==> src/rtl/scan_sel_gen.sv <==
// Scan controller: walks a 3-bit select over eight display positions and presents the shadowed nibble.
// Optional inter-position blanking is compiled in when SCAN_BLANK_EN is defined.
module scan_sel_gen #(
  parameter int CLK_DIV   = 50000,
  parameter int BLANK_CYC = 4
) (
  input  logic        clk,
  input  logic        rst_n,
  input  logic        en,
  input  logic [31:0] digits,
  input  logic [7:0]  mask,
  output logic [2:0]  sel,
  output logic [3:0]  nibble,
  output logic        blank,
  output logic        frame_done
);

  localparam int DIV_W = (CLK_DIV > 1) ? $clog2(CLK_DIV) : 1;
  localparam logic [DIV_W-1:0] DIV_LAST = DIV_W'(CLK_DIV - 1);

  localparam logic [1:0] ST_IDLE = 2'd0;
  localparam logic [1:0] ST_SHOW = 2'd1;
`ifdef SCAN_BLANK_EN
  localparam logic [1:0] ST_BLANK = 2'd2;
  localparam int BCNT_W = $clog2(BLANK_CYC + 1);
  localparam logic [BCNT_W-1:0] BCNT_LAST = BCNT_W'(BLANK_CYC - 1);
  logic [BCNT_W-1:0] r_bcnt;
`endif

  // Out-of-range parameters leave an empty marker scope in the elaborated hierarchy.
  if (CLK_DIV < 2 || BLANK_CYC < 1) begin : g_bad_params
  end

  logic [1:0]       r_state;
  logic [DIV_W-1:0] r_div;
  logic [31:0]      r_shadow_digits;
  logic [7:0]       r_shadow_mask;
  logic [2:0]       r_sel;
  logic [3:0]       r_nibble;
  logic             r_blank;
  logic             r_frame_done;

  logic [3:0] w_shadow_nib [0:7];
  logic [2:0] w_sel_inc;
  logic       w_wrap;
  logic [3:0] w_adv_nibble;
  logic       w_adv_blank;
  logic       w_advance;

  for (genvar gi = 0; gi < 8; gi++) begin : g_nib
    assign w_shadow_nib[gi] = r_shadow_digits[4*gi +: 4];
  end

  assign w_sel_inc = r_sel + 3'd1;
  assign w_wrap    = (r_sel == 3'd7);

  // On wrap the fresh inputs are shown directly, since the shadows reload on that same edge.
  assign w_adv_nibble = w_wrap ? digits[3:0] : w_shadow_nib[w_sel_inc];
  assign w_adv_blank  = w_wrap ? ~mask[0]    : ~r_shadow_mask[w_sel_inc];

`ifdef SCAN_BLANK_EN
  assign w_advance = en && (r_state == ST_BLANK) && (r_bcnt == BCNT_LAST);
`else
  assign w_advance = en && (r_state == ST_SHOW) && (r_div == DIV_LAST);
`endif

  always_ff @(posedge clk or negedge rst_n) begin
    if (!rst_n) begin
      r_state         <= ST_IDLE;
      r_div           <= '0;
      r_shadow_digits <= '0;
      r_shadow_mask   <= '0;
      r_sel           <= 3'd0;
      r_nibble        <= 4'd0;
      r_blank         <= 1'b1;
      r_frame_done    <= 1'b0;
`ifdef SCAN_BLANK_EN
      r_bcnt          <= '0;
`endif
    end else begin
      r_frame_done <= 1'b0;
      if (!en && r_state != ST_IDLE) begin
        r_state  <= ST_IDLE;
        r_div    <= '0;
        r_sel    <= 3'd0;
        r_nibble <= 4'd0;
        r_blank  <= 1'b1;
`ifdef SCAN_BLANK_EN
        r_bcnt   <= '0;
`endif
      end else if (w_advance) begin
        r_state  <= ST_SHOW;
        r_div    <= '0;
        r_sel    <= w_sel_inc;
        r_nibble <= w_adv_nibble;
        r_blank  <= w_adv_blank;
        if (w_wrap) begin
          r_frame_done    <= 1'b1;
          r_shadow_digits <= digits;
          r_shadow_mask   <= mask;
        end
      end else begin
        case (r_state)
          ST_IDLE: begin
            if (en) begin
              r_state         <= ST_SHOW;
              r_div           <= '0;
              r_sel           <= 3'd0;
              r_shadow_digits <= digits;
              r_shadow_mask   <= mask;
              r_nibble        <= digits[3:0];
              r_blank         <= ~mask[0];
            end
          end
          ST_SHOW: begin
            if (r_div != DIV_LAST) begin
              r_div <= r_div + DIV_W'(1);
            end
`ifdef SCAN_BLANK_EN
            else begin
              r_state <= ST_BLANK;
              r_blank <= 1'b1;
              r_bcnt  <= '0;
            end
`endif
          end
`ifdef SCAN_BLANK_EN
          ST_BLANK: begin
            r_bcnt <= r_bcnt + BCNT_W'(1);
          end
`endif
          default: begin
            r_state  <= ST_IDLE;
            r_sel    <= 3'd0;
            r_nibble <= 4'd0;
            r_blank  <= 1'b1;
          end
        endcase
      end
    end
  end

  assign sel        = r_sel;
  assign nibble     = r_nibble;
  assign blank      = r_blank;
  assign frame_done = r_frame_done;

endmodule

==> config.mk <==
export PLATFORM = sky130hd
export DESIGN_NAME = scan_sel_gen
export DESIGN_NICKNAME = d
export VERILOG_FILES = /design/src/rtl/scan_sel_gen.sv
export SDC_FILE = /design/constraint.sdc
export NUM_CORES = 1
export LEC_CHECK = 0
export ABC_CLOCK_PERIOD_IN_PS = 2500
export CAP_MARGIN = 20
export CELL_PAD_IN_SITES_DETAIL_PLACEMENT = 1
export CELL_PAD_IN_SITES_GLOBAL_PLACEMENT = 2
export CORE_ASPECT_RATIO = 0.9
export CORE_MARGIN = 2
export CORE_UTILIZATION = 36
export CTS_CLUSTER_SIZE = 28
export DETAILED_ROUTE_END_ITERATION = 6
export GPL_ROUTABILITY_DRIVEN = 1
export PLACE_DENSITY = 0.84
export SLEW_MARGIN = 10
export SYNTH_ARGS = -nofsm -noshare
export SYNTH_HDL_FRONTEND = slang
export SYNTH_SLANG_ARGS = --single-unit
==> constraint.sdc <==
create_clock -name clk -period 2.5 [get_ports clk]
set_input_delay 0.75 -clock clk [delete_from_list [all_inputs] [get_ports clk]]
set_output_delay 0.75 -clock clk [all_outputs]
set_load 0.05 [all_outputs]
==> out/qor.yml, run 1 <==
pwr:
  ir_drop_uv: 296
  pwr-share-clk_pct: 36.8
  swShare_pct: 26.2
  net-switching-power_uw: 656
  p_seq_share_pct: 49.5
  leakage_uw: 0.00164
  internal_power_uw: 1850
  p_per_area_nw_per_um2: 605
  power_frac_comb_pct: 13.7
placed_design:
  hpwl_um: 5410
  dp_slack_ps: -70.2
  io_buffers: 51
  gp_congestion: 0.834
min_path:
  hp-class: "in -> async"
worst_setup_path:
  worstSetupPathType: "reg -> reg"
  r2r_slack_ps: 130
  worst_path_max_delay_cell: "or4b_4"
  cp_cell_sequence: "or4b_4 > nor4_4 > a31o_2 > buf_12 > mux2_2"
  path_max_fanout: 26
  critPathLaunchType: "flop"
  crit_path_max_incr_delay_ps: 590
  r2r_end: "r_shadow_digits[20]$_DFFE_PN0P_"
  end_kind: "flop"
  r2r-start: "r_div[5]$_DFFE_PN0P_"
  cp.required_ps: 2730
  reg2regPathDepth: 5
  crit_arrival_ps: 2590
global_routing:
  grt_pass1_vias: 2394
  antenna_found_initial: 0
  grt_max_degree: 55
  grt_overflow: 0
  grt.busiest_layer: "met2"
  grt_pass1_wl_um: 12700
  grtUsageMet2_pct: 27.6
  use_met3_pct: 5.90
  grt_usage_pct: 17.3
  groute.layer.met1.usage_pct: 23.0
sta:
  setup_viol: 0
  post-route-min-period_ps: 2370
  hold_ws_ps: 291
  slew_headroom_pct: 47.2
  min_period_over_period_pct: 94.7
  drv_slew: 0
  grt_setup_unrepaired: "false"
  setup_ws_ps: 134
  fmax_mhz: 423
  finClkSkew_ps: 12.1
  hold_viol_final: 0
  tightest_slew_ps: 789
die:
  die_area_um2: 9680
  coreArea_um2: 8610
  io_pins: 52
  std_cell_rows: 32
  dieHeight_um: 93.5
  start_util_pct: 37.2
  die_x_um: 103
outcome:
  outcome: "finished clean"
clock_network:
  clock-root-buffer: "clkbuf_8"
  clk_path_buf_depth: 2
  cts-buffers-inserted: 9
  htreeDepth: 3
  insertion_delay_ps: 350
  cts_tree: "yes"
  hold_buffers: 0
  cts.repair.resized: 0
  clock-sinks: 66
  postCtsSetupRepairBufs: 0
  clkTransAtPathRegs_ps: 90
yosys:
  synth_seq_area_share_pct: 51.6
  synth.ff_latch_count: 66
  synth_warnings: 0
  synth_top_area_share_pct: 50.7
  syn_area_per_cell_um2: 12.9
  syn_area_um2: 3210
  synth_edf_count: 0
  synthFlopType: "dfrtp_1"
  yosysTopAreaCell: "dfrtp_1"
  syn_nets: 294
  syn_inst: 248
  synth.distinct_cells: 45
  async_reset_ff_share_pct: 100
  post-synth-top-count-cell: "dfrtp_1"
  synth.area.top_cells: "dfrtp_1, mux2_2, mux4_2, mux2_1, xnor2_1"
  ys_top_cells_by_count: "dfrtp_1, mux2_2, nand2_1"
final_layout:
  fill_cells: 902
  fin_nets: 360
  syn_to_final_growth_pct: 29.0
  drive_above_1_share_pct: 26.6
  diodes: 0
detailed_routing:
  first_pass_iters: 4
  vias_per_cell: 5.14
  drt_iter0_markers: 56
  wire_per_inst_um: 17.3
  dr_total_vias: 2251
  drt_wl_total_um: 7580
  ant_nets: 0
  drc: 0
run:
  drv_cap: 0
==> how the worst max path moves through the flow <==
stage	start	endpoint	slack [ps]	cells past startpoint
after floorplan	sel[0]$_DFFE_PN0P_	nibble[0]$_DFFE_PN0P_	160	5
after global placement	en	r_div[10]$_DFFE_PN0P_	-10	6
after detailed placement	en	r_div[10]$_DFFE_PN0P_	-70	6
after CTS	r_div[5]$_DFFE_PN0P_	r_shadow_digits[20]$_DFFE_PN0P_	130	5
after global routing	r_div[5]$_DFFE_PN0P_	r_shadow_digits[20]$_DFFE_PN0P_	70	5
final	r_div[5]$_DFFE_PN0P_	r_shadow_digits[20]$_DFFE_PN0P_	130	5
==> per-stage QoR <==
step                area [µm²]  setup TNS, ps  cells  util, %  total power, µW
detailed placement        3920          -70.2    420     45.5             1610
global route              4140              0    438     48.0             2630
finish                    4140              0    438     48.0             2500
floorplan                 3210              0    248        -             1440
CTS                       4120              0    436     47.9             2540
global placement          3920          -12.5    420     45.5             1590
==> cell usage in the layout (no fill, tap or decap), types with 6 or more instances in the layout <==
master,n
dfrtp_1,65
clkdlybuf4s50_1,48
mux2_2,31
nand2_1,19
buf_4,16
nor2_1,14
mux2_1,13
o21ai_0,10
mux4_2,10
xnor2_1,9
clkbuf_8,9
nand3_1,7
nor4_1,6
==> flip-flops by register name, summed over array words and instances, names as in the netlist <==
signal	cells
frame_done	1
r_div	16
r_shadow_digits	32
nibble	4
r_state	1
blank	1
r_shadow_mask	8
sel	3
==> layer usage <==
layer / up-vias / wire (µm)
met5: - / 0
met4: 0 / 50
met3: 5 / 386
met2: 55 / 3760
met1: 1145 / 3380
li1: 1046 / -
==> layout make-up <==
cell class | count | area [µm²] | share of cell area, %
Timing Repair Buffer | 68 | 666 | 16.1
Clock buffer | 9 | 124 | 3.00
Multi-Input combinational cell | 166 | 1460 | 35.2
Tap cell | 119 | 149 | 3.60
Inverter | 3 | 11.3 | 0.272
Clock inverter | 7 | 76.3 | 1.85
Sequential cell | 66 | 1650 | 40.0
==> power by group through the flow <==
stage / registers, µW / clock network [µW] / logic (µW)
finish: 1240 / 921 / 342
CTS: 1240 / 947 / 350
global route: 1250 / 997 / 374
global placement: 1250 / 0 / 339
detailed placement: 1260 / 0 / 349
floorplan: 1260 / 0 / 181
==> critical path, delay by kind of cell, from the launching register on <==
kind | cells | cell delay, ps
and+or+nand+nor | 2 | 940
DFF | 1 | 430
buffers and inverters | 1 | 200
AOI/OAI and AO/OA | 1 | 300
muxes | 1 | 350
==> kinds of logic after synthesis <==
logic type / share of synthesized area (%)
AND/OR/NAND/NOR: 11.4
flip-flops: 51.6
adder cells (fa/ha/maj): 1.17
AO/OA/AOI/OAI: 5.50
XOR/XNOR: 3.28
buffers and inverters: 3.01
multiplexers: 24.0
Note: power is estimated with default switching activity, not from simulation.
==> run 2: changes to the inputs <==
Settings changed: CELL_PAD_IN_SITES_DETAIL_PLACEMENT 1 to not set, CELL_PAD_IN_SITES_GLOBAL_PLACEMENT 2 to not set, CORE_UTILIZATION 36 to 40, PLACE_DENSITY 0.84 to 0.68.
==> out/qor.yml, run 2 (synthesis results as in run 1) <==
outcome:
  outcome: "finished clean"  # unchanged
die:
  io_pins: 52  # unchanged
  dieHeight_um: 88.9  # was 93.5 µm
  die_area_um2: 8750  # was 9680 µm²
  die_x_um: 98.4  # was 103 µm
  coreArea_um2: 7660  # was 8610 µm²
  start_util_pct: 41.9  # was 37.2%
  std_cell_rows: 30  # was 32
min_path:
  hp-class: "in -> async"  # unchanged
pwr:
  net-switching-power_uw: 632  # was 656 µW
  pwr-share-clk_pct: 38.7  # was 36.8%
  power_uw: 2580  # was 2500 µW
  p_per_area_nw_per_um2: 627  # was 605 nW/µm²
  p_seq_share_pct: 48.0  # was 49.5%
  internal_power_uw: 1950  # was 1850 µW
  leakage_uw: 0.00164  # about the same
  ir_drop_uv: 372  # was 296 µV
  power_frac_comb_pct: 13.2  # was 13.7%
  swShare_pct: 24.5  # was 26.2%
clock_network:
  clk_path_buf_depth: 2  # unchanged
  clock-root-buffer: "clkbuf_8"  # unchanged
  cts.repair.resized: 0  # unchanged
  postCtsSetupRepairBufs: 0  # unchanged
  htreeDepth: 3  # unchanged
  cts_tree: "yes"  # unchanged
  hold_buffers: 0  # unchanged
  cts-buffers-inserted: 9  # unchanged
  insertion_delay_ps: 350  # about the same
  clock-sinks: 66  # unchanged
  clkTransAtPathRegs_ps: 70  # was 90 ps
detailed_routing:
  drc: 0  # unchanged
  vias_per_cell: 5.30  # was 5.14
  drt_iter0_markers: 66  # was 56
  routed.top_layer: "met4"  # unchanged
  drt_wl_total_um: 6580  # was 7580 µm
  ant_nets: 0  # unchanged
  dr_wl_met2_um: 3040  # was 3760 µm
  wl_met1_um: 3150  # was 3380 µm
  first_pass_iters: 4  # unchanged
  dr_total_vias: 2177  # was 2251
  wire_per_inst_um: 16.0  # was 17.3 µm
  wl_met3_um: 343  # was 386 µm
sta:
  slew_headroom_pct: 50.5  # was 47.2%
  hold_viol_final: 0  # unchanged
  tightest_slew_ps: 740  # was 789 ps
  min_period_over_period_pct: 97.3  # was 94.7%
  finClkSkew_ps: 7.50  # was 12.1 ps
  grt_setup_unrepaired: "false"  # unchanged
  setup_viol: 0  # unchanged
  fin_setup_tns_ps: 0  # unchanged
  post-route-min-period_ps: 2430  # was 2370 ps
  drv_slew: 0  # unchanged
  fmax_mhz: 411  # was 423 MHz
final_layout:
  drive_above_1_share_pct: 25.4  # was 26.6%
  final_common_cell: "dfrtp_1"  # unchanged
  final_util_pct: 53.8  # was 48.0%
  stdcell_area_um2: 4120  # was 4140 µm²
  largest_reg_flops: 32  # unchanged
  final_cell_mix: "dfrtp_1, clkdlybuf4s50_1, mux2_2"  # unchanged
  reg_top3: "r_shadow_digits: 32 flops, r_div: 16 flops, r_shadow_mask: 8 flops"  # unchanged
  top_register: "r_shadow_digits"  # unchanged
  syn_to_final_growth_pct: 28.4  # was 29.0%
  fin_nets: 356  # was 360
  diodes: 0  # unchanged
  fin_cells: 411  # was 438
worst_setup_path:
  crit_path_max_incr_delay_ps: 800  # was 590 ps
  crit_family: "buffers and inverters"  # was simple AND/OR/NAND/NOR gates
  worst_path_max_delay_cell: "clkdlybuf4s50_1"  # was or4b_4
  worst-path-buf-inv: 1  # unchanged
  cp_cell_sequence: "clkdlybuf4s50_1"  # was or4b_4 > nor4_4 > a31o_2 > buf_12 > mux2_2
  end_kind: "output port"  # was flop
  critPathLaunchType: "flop"  # unchanged
  cp.required_ps: 1750  # was 2730 ps
  crit_arrival_ps: 1680  # was 2590 ps
  worstSetupPathType: "reg -> out"  # was reg -> reg
  path_max_fanout: 3  # was 26
global_routing:
  grt_overflow: 0  # unchanged
  grt_pass1_wl_um: 11300  # was 12700 µm
  grt_max_degree: 58  # was 55
  grt_usage_pct: 16.6  # was 17.3%
  antenna_found_initial: 0  # unchanged
  grt_pass1_vias: 2233  # was 2394
placed_design:
  hpwl_um: 4600  # was 5410 µm
  placed_cells: 395  # was 420
  place_area_um2: 3890  # was 3920 µm²
  gp_congestion: 0.832  # was 0.834
  io_buffers: 51  # unchanged
run:
  drv_cap: 0  # unchanged
run 2: area by class of cell:
class / instances / area [µm²]
clock buffer: 9 / 124
clock inverter: 7 / 101
fill: 692 / 3540
inverter: 3 / 11.3
multi-input combinational: 166 / 1460
sequential: 66 / 1650
tap: 96 / 120
timing repair buffer: 64 / 651
run 2: metrics by stage:
stage | setup WS, ps | hold slack [ps]
after floorplan | 155 | 452
after global placement | 94.2 | 464
after detailed placement | 95.4 | 476
after CTS | 39.8 | 258
after global routing | 4.55 | 258
final | 66.5 | 263
run 2: metal layers:
metal / up-vias / global-route usage [%]
met4: 0 / 2.99
met2: 49 / 25.0
met3: 5 / 6.72
met1: 1090 / 23.1
li1: 1033 / -
met5: - / 0
run 2: worst paths after layout:
check                                                     start                              end  slack [ps]  cells past startpoint
worst max-delay path                          blank$_DFFE_PN1P_                            blank          70                      1
worst max register to register             r_div[5]$_DFFE_PN0P_            nibble[3]$_DFFE_PN0P_         240                      4
worst min-delay path                                      rst_n            r_div[11]$_DFFE_PN0P_         260                      1
worst min register to register  r_shadow_digits[10]$_DFFE_PN0P_  r_shadow_digits[10]$_DFFE_PN0P_         490                      1
max in group asynchronous                                 rst_n                blank$_DFFE_PN1P_        1600                      2
min in group clk                r_shadow_digits[10]$_DFFE_PN0P_  r_shadow_digits[10]$_DFFE_PN0P_         490                      1
run 2: power by group through the flow:
stage / Combinational, µW / Clock (µW) / Sequential [µW]
after detailed placement: 345 / 0 / 1260
after floorplan: 181 / 0 / 1260
after global routing: 374 / 1090 / 1250
final: 341 / 1000 / 1240
after CTS: 347 / 1030 / 1240
after global placement: 340 / 0 / 1250
==> run 3: changes to the inputs <==
Settings changed: CORE_ASPECT_RATIO 0.9 to 1.4, MAX_ROUTING_LAYER set to met4, REMOVE_ABC_BUFFERS set to 1.
==> out/qor.yml, run 3 (synthesis results as in run 1) <==
outcome:
  outcome: "finished clean"  # unchanged
die:
  start_util_pct: 41.4  # was 41.9%
  die_x_um: 79.7  # was 98.4 µm
  std_cell_rows: 38  # was 30
  io_pins: 52  # unchanged
  coreArea_um2: 7750  # was 7660 µm²
  dieHeight_um: 110  # was 88.9 µm
  die_area_um2: 8760  # was 8750 µm²
final_layout:
  reg_top3: "r_shadow_digits: 32 flops, r_div: 16 flops, r_shadow_mask: 8 flops"  # unchanged
  top_register: "r_shadow_digits"  # unchanged
  drive_above_1_share_pct: 26.8  # was 25.4%
  fin_nets: 362  # was 356
  final_cell_mix: "dfrtp_1, clkdlybuf4s50_1, mux2_2"  # unchanged
  largest_reg_flops: 32  # unchanged
  fill_cells: 677  # was 692
  syn_to_final_growth_pct: 31.1  # was 28.4%
  diodes: 0  # unchanged
  stdcell_area_um2: 4200  # was 4120 µm²
  final_common_cell: "dfrtp_1"  # unchanged
worst_setup_path:
  path_max_fanout: 3  # unchanged
  cp.required_ps: 1750  # about the same
  cp_cell_sequence: "clkdlybuf4s50_1"  # unchanged
  crit_arrival_ps: 1690  # was 1680 ps
  crit_path_max_incr_delay_ps: 800  # about the same
  critPathLaunchType: "flop"  # unchanged
  crit_family: "buffers and inverters"  # unchanged
  end_kind: "output port"  # unchanged
  worst_path_max_delay_cell: "clkdlybuf4s50_1"  # unchanged
  worstSetupPathType: "reg -> out"  # unchanged
  worst-path-buf-inv: 1  # unchanged
sta:
  fin_setup_tns_ps: 0  # unchanged
  setup_ws_ps: 56.8  # was 66.5 ps
  drv_slew: 0  # unchanged
  finClkSkew_ps: 9.23  # was 7.50 ps
  grt_setup_unrepaired: "false"  # unchanged
  hold_ws_ps: 413  # was 263 ps
  post-route-min-period_ps: 2440  # was 2430 ps
  min_period_over_period_pct: 97.7  # was 97.3%
  tightest_slew_ps: 501  # was 740 ps
  setup_viol: 0  # unchanged
  hold_viol_final: 0  # unchanged
  slew_headroom_pct: 66.5  # was 50.5%
  fmax_mhz: 409  # was 411 MHz
pwr:
  ir_drop_uv: 445  # was 372 µV
  p_per_area_nw_per_um2: 666  # was 627 nW/µm²
  leakage_uw: 0.00169  # was 0.00164 µW
clock_network:
  hold_buffers: 0  # unchanged
  cts_tree: "yes"  # unchanged
  cts-buffers-inserted: 9  # unchanged
  postCtsSetupRepairBufs: 0  # unchanged
  clock-sinks: 66  # unchanged
  clock-root-buffer: "clkbuf_8"  # unchanged
  cts.repair.resized: 0  # unchanged
  htreeDepth: 3  # unchanged
  clkTransAtPathRegs_ps: 80  # was 70 ps
  insertion_delay_ps: 350  # about the same
  clk_path_buf_depth: 2  # unchanged
detailed_routing:
  vias_per_cell: 5.31  # was 5.30
  first_pass_iters: 4  # unchanged
  drt_wl_total_um: 6810  # was 6580 µm
  wire_per_inst_um: 16.2  # was 16.0 µm
  drt_iter0_markers: 156  # was 66
  ant_nets: 0  # unchanged
  drc: 0  # unchanged
  dr_total_vias: 2237  # was 2177
placed_design:
  gp_congestion: 0.902  # was 0.832
  hpwl_um: 4880  # was 4600 µm
  io_buffers: 51  # unchanged
  dp_slack_ps: -39.5  # was 95.4 ps
  place_area_um2: 3930  # was 3890 µm²
run:
  drv_cap: 0  # unchanged
global_routing:
  grt_pass1_vias: 2401  # was 2233
  antenna_found_initial: 0  # unchanged
  grt_max_degree: 67  # was 58
  grt_usage_pct: 18.3  # was 16.6%
  grt_pass1_wl_um: 11600  # was 11300 µm
  grt_overflow: 0  # unchanged
min_path:
  hp-class: "in -> async"  # unchanged
## run 3: final cells by class
type | count | area (µm²) | share of cell area, %
timing repair buffer | 70 | 683 | 16.3
clock buffer | 10 | 138 | 3.27
multi-input combinational | 166 | 1460 | 34.6
inverter | 3 | 11.3 | 0.268
clock inverter | 6 | 138 | 3.27
tap | 100 | 125 | 2.98
sequential | 66 | 1650 | 39.3
## run 3: path summary, 6_finish.rpt
check                                                      from                               to  slack [ps]  cells after the start
min in group clk                r_shadow_digits[14]$_DFFE_PN0P_  r_shadow_digits[14]$_DFFE_PN0P_         490                      1
worst max-delay path                          blank$_DFFE_PN1P_                            blank          60                      1
worst max register to register             r_div[5]$_DFFE_PN0P_            nibble[3]$_DFFE_PN0P_         210                      4
worst min-delay path                                      rst_n  r_shadow_digits[14]$_DFFE_PN0P_         410                      2
max in group asynchronous                                 rst_n                blank$_DFFE_PN1P_        1780                      2
worst min register to register  r_shadow_digits[14]$_DFFE_PN0P_  r_shadow_digits[14]$_DFFE_PN0P_         490                      1
## run 3: routing by layer
layer	global-route usage [%]	part of all wire (%)	vias up
met5	-	0	-
met4	9.48	3.1	0
met3	3.78	4.0	16
met2	29.2	51	59
met1	21.8	42	1113
li1	-	-	1049
## run 3: stage by stage
| stage | std cells | util [%] | total power, µW |
|---|---|---|---|
| 6_report | 421 | 54.2 | 2800 |
| 3_3_place_gp | 405 | 50.7 | 1590 |
| 3_5_place_dp | 405 | 50.7 | 1600 |
| 2_1_floorplan | 235 | - | 1430 |
| 5_1_grt | 421 | 54.2 | 2920 |
| 4_1_cts | 421 | 54.2 | 2830 |
## run 3: power breakdown
part / internal [µW] / switching, µW / leakage, µW / total, µW
logic: 207 / 134 / 0.000736 / 341
clock network: 794 / 430 / 0.000137 / 1220
registers: 1180 / 59.8 / 0.000821 / 1240
total: 2180 / 624 / 0.00169 / 2800
